### src/rtl/rhd_pkg.sv
// Shared definitions for the rhd_2048 host-frame packer and its helpers.
package rhd_pkg;

  localparam int unsigned DATA_W    = 16;
  localparam int unsigned HDR_WORDS = 4;
  localparam int unsigned CNT_WORDS = 2;
  localparam int unsigned TRL_WORDS = 1;

  localparam logic [DATA_W-1:0] MAGIC0 = 16'h1942;
  localparam logic [DATA_W-1:0] MAGIC1 = 16'h2702;
  localparam logic [DATA_W-1:0] MAGIC2 = 16'h1999;
  localparam logic [DATA_W-1:0] MAGIC3 = 16'hC691;

  typedef enum logic [2:0] {
    ST_IDLE = 3'd0,
    ST_SEEK = 3'd1,
    ST_HDR  = 3'd2,
    ST_CNT  = 3'd3,
    ST_DATA = 3'd4,
    ST_PAD  = 3'd5,
    ST_TRL  = 3'd6
  } state_t;

  // One sample word as delivered by the rhd_2048 FIFO.
  typedef struct packed {
    logic              sof;
    logic [DATA_W-1:0] data;
  } skid_word_t;

  // Header magic word by position within the header.
  function automatic logic [DATA_W-1:0] magic_word(input logic [1:0] idx);
    case (idx)
      2'd0:    magic_word = MAGIC0;
      2'd1:    magic_word = MAGIC1;
      2'd2:    magic_word = MAGIC2;
      default: magic_word = MAGIC3;
    endcase
  endfunction

endpackage

### src/rtl/rhd_skid_fifo2.sv
// Two-entry buffer for sof-tagged sample words with occupancy output.
module rhd_skid_fifo2
  import rhd_pkg::*;
(
  input  logic       clk,
  input  logic       rst,
  input  logic       i_push,
  input  skid_word_t i_wdata,
  input  logic       i_pop,
  output skid_word_t o_head,
  output logic [1:0] o_count
);

  skid_word_t r_mem [2];
  logic       r_wr_ptr;
  logic       r_rd_ptr;
  logic [1:0] r_count;
  logic       w_push;
  logic       w_pop;

  // Guard against pushing into a full or popping from an empty buffer.
  always_comb begin
    w_push = i_push && ((r_count != 2'd2) || i_pop);
    w_pop  = i_pop && (r_count != 2'd0);
  end

  // Storage, pointers and occupancy.
  always_ff @(posedge clk) begin
    if (rst) begin
      r_mem[0] <= '0;
      r_mem[1] <= '0;
      r_wr_ptr <= 1'b0;
      r_rd_ptr <= 1'b0;
      r_count  <= 2'd0;
    end else begin
      if (w_push) begin
        r_mem[r_wr_ptr] <= i_wdata;
        r_wr_ptr        <= ~r_wr_ptr;
      end
      if (w_pop) begin
        r_rd_ptr <= ~r_rd_ptr;
      end
      r_count <= r_count + 2'(w_push) - 2'(w_pop);
    end
  end

  assign o_head  = r_mem[r_rd_ptr];
  assign o_count = r_count;

endmodule

### src/rtl/rhd_frame_packer.sv
// Wraps each rhd_2048 sample set in a host frame: magic, counter, data, XOR trailer.
module rhd_frame_packer
  import rhd_pkg::*;
#(
  parameter int unsigned WORDS_PER_FRAME = 2048,
  parameter logic [15:0] PAD_WORD        = 16'hFFFF
) (
  input  logic        clk,
  input  logic        rst,
  input  logic        enable,
  input  logic        fifo_empty,
  input  logic [15:0] fifo_dout,
  input  logic        fifo_sof,
  output logic        fifo_read_en,
  output logic [15:0] m_tdata,
  output logic        m_tvalid,
  output logic        m_tlast,
  input  logic        m_tready,
  output logic [31:0] frame_count,
  output logic [15:0] sync_err_count,
  output logic        busy
);

  localparam logic [15:0] LAST_IDX = 16'(WORDS_PER_FRAME - 1);
  localparam logic [15:0] HDR_LAST = 16'(HDR_WORDS - 1);
  localparam logic [15:0] CNT_LAST = 16'(CNT_WORDS - 1);

  state_t      r_state;
  logic [15:0] r_idx;
  logic [15:0] r_csum;
  logic [15:0] r_tdata;
  logic        r_tvalid;
  logic        r_tlast;
  logic [31:0] r_frame_count;
  logic [15:0] r_sync_err;
  logic        r_rd_inflight;

  skid_word_t  w_head;
  skid_word_t  w_wdata;
  logic [1:0]  w_count;
  logic        w_head_vld;
  logic        w_out_free;
  logic        w_pop;
  logic [2:0]  w_rd_room;
  logic        w_rd_state;

  assign w_wdata = '{sof: fifo_sof, data: fifo_dout};

  rhd_skid_fifo2 u_skid (
    .clk     (clk),
    .rst     (rst),
    .i_push  (r_rd_inflight),
    .i_wdata (w_wdata),
    .i_pop   (w_pop),
    .o_head  (w_head),
    .o_count (w_count)
  );

  // Skid pop decision and FIFO read request; room counts this cycle's pop.
  always_comb begin
    w_head_vld = (w_count != 2'd0);
    w_out_free = !r_tvalid || m_tready;
    w_pop      = 1'b0;
    case (r_state)
      ST_SEEK: w_pop = w_head_vld && !w_head.sof;
      ST_DATA: w_pop = w_head_vld && w_out_free && !((r_idx != 16'd0) && w_head.sof);
      default: w_pop = 1'b0;
    endcase
    w_rd_state   = (r_state == ST_SEEK) || (r_state == ST_DATA);
    w_rd_room    = 3'd2 - 3'(w_count) + 3'(w_pop);
    fifo_read_en = w_rd_state && !fifo_empty && (w_rd_room > 3'(r_rd_inflight));
  end

  // Frame sequencing, output register, checksum and counters.
  always_ff @(posedge clk) begin
    if (rst) begin
      r_state       <= ST_IDLE;
      r_idx         <= 16'd0;
      r_csum        <= 16'd0;
      r_tdata       <= 16'd0;
      r_tvalid      <= 1'b0;
      r_tlast       <= 1'b0;
      r_frame_count <= 32'd0;
      r_sync_err    <= 16'd0;
      r_rd_inflight <= 1'b0;
    end else begin
      r_rd_inflight <= fifo_read_en;

      if (r_tvalid && m_tready) begin
        r_tvalid <= 1'b0;
        r_tlast  <= 1'b0;
        if (r_tlast) begin
          r_frame_count <= r_frame_count + 32'd1;
        end
      end

      case (r_state)
        ST_IDLE: begin
          if (enable) begin
            r_state <= ST_SEEK;
          end
        end

        ST_SEEK: begin
          if (w_head_vld) begin
            if (w_head.sof) begin
              r_state <= ST_HDR;
              r_idx   <= 16'd0;
            end else if (r_sync_err != 16'hFFFF) begin
              r_sync_err <= r_sync_err + 16'd1;
            end
          end
        end

        ST_HDR: begin
          if (w_out_free) begin
            r_tdata  <= magic_word(r_idx[1:0]);
            r_tvalid <= 1'b1;
            r_tlast  <= 1'b0;
            if (r_idx == HDR_LAST) begin
              r_state <= ST_CNT;
              r_idx   <= 16'd0;
            end else begin
              r_idx <= r_idx + 16'd1;
            end
          end
        end

        ST_CNT: begin
          if (w_out_free) begin
            r_tdata  <= (r_idx == 16'd0) ? r_frame_count[15:0] : r_frame_count[31:16];
            r_tvalid <= 1'b1;
            r_tlast  <= 1'b0;
            if (r_idx == CNT_LAST) begin
              r_state <= ST_DATA;
              r_idx   <= 16'd0;
            end else begin
              r_idx <= r_idx + 16'd1;
            end
          end
        end

        ST_DATA: begin
          if (w_head_vld && w_out_free) begin
            if ((r_idx != 16'd0) && w_head.sof) begin
              // Early start of the next set: keep it, fill the rest of this frame.
              r_state <= ST_PAD;
              if (r_sync_err != 16'hFFFF) begin
                r_sync_err <= r_sync_err + 16'd1;
              end
            end else begin
              r_tdata  <= w_head.data;
              r_tvalid <= 1'b1;
              r_tlast  <= 1'b0;
              r_csum   <= r_csum ^ w_head.data;
              if (r_idx == LAST_IDX) begin
                r_state <= ST_TRL;
              end else begin
                r_idx <= r_idx + 16'd1;
              end
            end
          end
        end

        ST_PAD: begin
          if (w_out_free) begin
            r_tdata  <= PAD_WORD;
            r_tvalid <= 1'b1;
            r_tlast  <= 1'b0;
            r_csum   <= r_csum ^ PAD_WORD;
            if (r_idx == LAST_IDX) begin
              r_state <= ST_TRL;
            end else begin
              r_idx <= r_idx + 16'd1;
            end
          end
        end

        ST_TRL: begin
          // Trailer is handed to the output register; the frame counter
          // advances when it is actually accepted downstream.
          if (w_out_free) begin
            r_tdata  <= r_csum;
            r_tvalid <= 1'b1;
            r_tlast  <= 1'b1;
            r_csum   <= 16'd0;
            r_idx    <= 16'd0;
            r_state  <= enable ? ST_SEEK : ST_IDLE;
          end
        end

        default: r_state <= ST_IDLE;
      endcase
    end
  end

  assign m_tdata        = r_tdata;
  assign m_tvalid       = r_tvalid;
  assign m_tlast        = r_tlast;
  assign frame_count    = r_frame_count;
  assign sync_err_count = r_sync_err;
  assign busy           = (r_state != ST_IDLE);

endmodule

### config.mk
export PLATFORM = sky130hd
export DESIGN_NAME = rhd_frame_packer
export DESIGN_NICKNAME = d
export VERILOG_FILES = /design/src/rtl/rhd_pkg.sv /design/src/rtl/rhd_skid_fifo2.sv /design/src/rtl/rhd_frame_packer.sv
export SDC_FILE = /design/constraint.sdc
export NUM_CORES = 1
export LEC_CHECK = 0
export BUFFER_PORTS_ARGS = -buffer_cell sky130_fd_sc_hd__buf_4
export CORE_MARGIN = 1.5
export CORE_UTILIZATION = 53
export CTS_CLUSTER_SIZE = 30
export DETAILED_ROUTE_END_ITERATION = 16
export PLACE_DENSITY = 0.87
export SLEW_MARGIN = 20
export SYNTH_ARGS = -nofsm -noshare
export SYNTH_HDL_FRONTEND = slang
export SYNTH_SLANG_ARGS = --single-unit
### constraint.sdc
create_clock -name clk -period 3.8 [get_ports clk]
set_input_delay 0.57 -clock clk [delete_from_list [all_inputs] [get_ports clk]]
set_output_delay 0.57 -clock clk [all_outputs]
set_load 0.1 [all_outputs]
==> qor.yml <==
cts_tree: "yes"
ctsHtreeMaxLevel: 4
syn_area_per_cell_sq_um: 8.60
cap_violations: 0
core_sq_um: 13900
maxSlewHeadroom_pct: 26.6
synthToLayoutAreaGrowth_pct: 19.8
vias_per_cell: 6.12
postCtsSetupBuffers: 0
crit_path_end_kind: "primary output"
fin_crit_ps: 3670
cp_data_required_time_ps: 3230
final_common_cell: "buf_4"
grt_first_pass_wirelength_um: 31600
r2r_cells: 7
tns_ps: 0
clk_path_buf_depth: 2
root_buffer: "clkbuf_16"
synth_cells: 879
fin_crit_sh_pct: 96.5
wire_per_inst_um: 17.5
synth-edff-count: 34
cp_slowest_cell: "or3_4"
diodes: 0
cts.sinks: 141
hp-class: "input pin to flip-flop"
synthFlopType: "dfxtp_1"
yosysWarningCount: 0
insertion_delay_ps: 430
grt_pass1_vias: 6410
skew_ps: 9.17
crit_path_cell_trace: "nor4_4, nand4_1, or3_4, a21oi_2, inv_1, ha_1, ha_1, a21o_1, a21oi_4, buf_12"
drtPass1Iterations: 6
synth-seq-area-share_pct: 41.9
worstMarginPinSlew_ps: 1100
dp_hpwl_um: 13600
grt_max_degree: 60
drt_iter0_markers: 813
antenna_found_initial: 0
final_cell_mix: "108 x buf_4, 107 x nor2_1, 105 x dfxtp_1"
vdd_drop_max_v: 0.000327
grt_overflow: 0
post-route-drc-count: 0
synth_nets: 915
finalWirelength_um: 20000
grtUsageTotal_pct: 26.9
ys_types: 61
clk_pin_slew_ps: 60
cpMostUsedCell: "ha_1"
slew_violations: 0
start_util_pct: 54.4
drive_above_1_share_pct: 19.3
gp_congestion: 0.918
hold_buffers: 0
whs_ps: 425
crit_path_start_kind: "flip-flop"
worstSetupPathType: "flip-flop to primary output"
die_h_um: 122
cp_max_fo: 7
arrival_ps: 3100
dieWidth_um: 122
synth_top_cell_area_share_pct: 28.3
synth_top_area_cell: "dfxtp_1"
status: "complete, no violations"
rows: 43
ys_seq_elements: 141
synth_area_sq_um: 7560
leakage_nw: 3.53
min_path_cells: 2
max_freq_mhz: 273
num_io_pins: 90
io_buffers: 89
stdcell_count: 1145
dp_cells: 1113
cts-buffers-inserted: 17
path_buf_inv: 2
critPathTopFamily: "simple AND/OR/NAND/NOR gates"
powerDensity_nw_per_um2: 515
synth_area_leaders: "dfxtp_1 28%, edfxtp_1 14%, nor2_1 5.3%"
vias: 7006
crit_cells: 10
finalSetupViolCount: 0
ys_async_sr_fraction_pct: 0
ant_nets: 0
die-area_sq_um: 15000
slowest_delay_ps: 410
layout.nets: 988
hold_viol: 0
[worst register-to-register path, stage by stage (launching register included)]
cell and delay (ps):
dfxtp_1 320, buf_4 340, nor2b_1 480, nand2_1 520, nand2_1 670, nor2_1 150, o21ai_0 220, a21oi_1 100
[cell usage after synthesis, types with 20 or more instances]
master	n
and2_1	23
and3_1	26
a21oi_1	76
edfxtp_1	34
dfxtp_1	107
clkbuf_1	40
nand2_1	58
or3_1	36
nor2_1	107
mux2i_1	26
mux2_2	23
nand4_1	20
o21ai_0	64
nand3_1	23
[through the flow]
step | setup WS, ps | total power, W | cell area [sq um] | utilization (%)
6_report | 134 | 0.00466 | 9050 | 65.2
5_1_grt | -19.7 | 0.00483 | 9050 | 65.2
4_1_cts | 34.0 | 0.00464 | 8990 | 64.8
3_5_place_dp | 305 | 0.00296 | 8380 | 60.4
3_3_place_gp | 403 | 0.00294 | 8380 | 60.4
2_1_floorplan | 124 | 0.00266 | 7570 | -
[kinds of logic (layout without fill, tap and decap cells)]
kind of cell	count (synthesis)	after routing	share of synthesized area (%)
simple gates	362	362	24.8
flops	141	141	41.9
mux	50	50	7.07
compound gates	203	203	15.8
fa+ha+maj	14	14	2.32
buf+inv	72	158	3.91
xor+xnor	37	37	4.29
[flip-flops by register name, indices dropped and copies added, names as in the netlist, 2 cells and up, named ones only]
name            count
m_tdata            16
r_state             3
frame_count        32
r_csum             16
r_idx              16
sync_err_count     16
u_skid.o_count      2
u_skid.r_mem       34
[timing repair]
action	CTS	global route
gates resized for setup	5	13
setup endpoints to repair	1	1
pin swaps	0	3
hold endpoints to repair	0	0
[worst paths after layout]
path	slack, ps	start	end
max	130	r_idx[6]	fifo_read_en
min	420	fifo_dout[3]	u_skid.r_mem[0][3]
max reg2reg	870	r_state[2]	r_csum[12]
min reg2reg	500	r_idx[1]	r_idx[1]
[metal layers]
metal / track usage, % / vias to the layer above / wire (um)
met3: 7.20 / 73 / 1550
met5: 0 / - / 0
met2: 42.4 / 343 / 9320
met4: 12.6 / 0 / 769
met1: 34.5 / 3251 / 8370
li1: - / 3339 / -
[cell type report]
cell class	instances	area [sq um]
clock buffer	19	433
clock inverter	13	164
fill	1072	4830
multi-input combinational	666	4160
inverter	17	66.3
timing repair buffer	109	831
sequential	141	3170
tap	180	225
[report_power, final]
group          internal [W]  total [W]  switching (W)
registers           0.00162    0.00166      0.0000418
logic              0.000398    0.00131       0.000911
clock network       0.00103    0.00169       0.000656
Power figures use the tool's default switching activity.
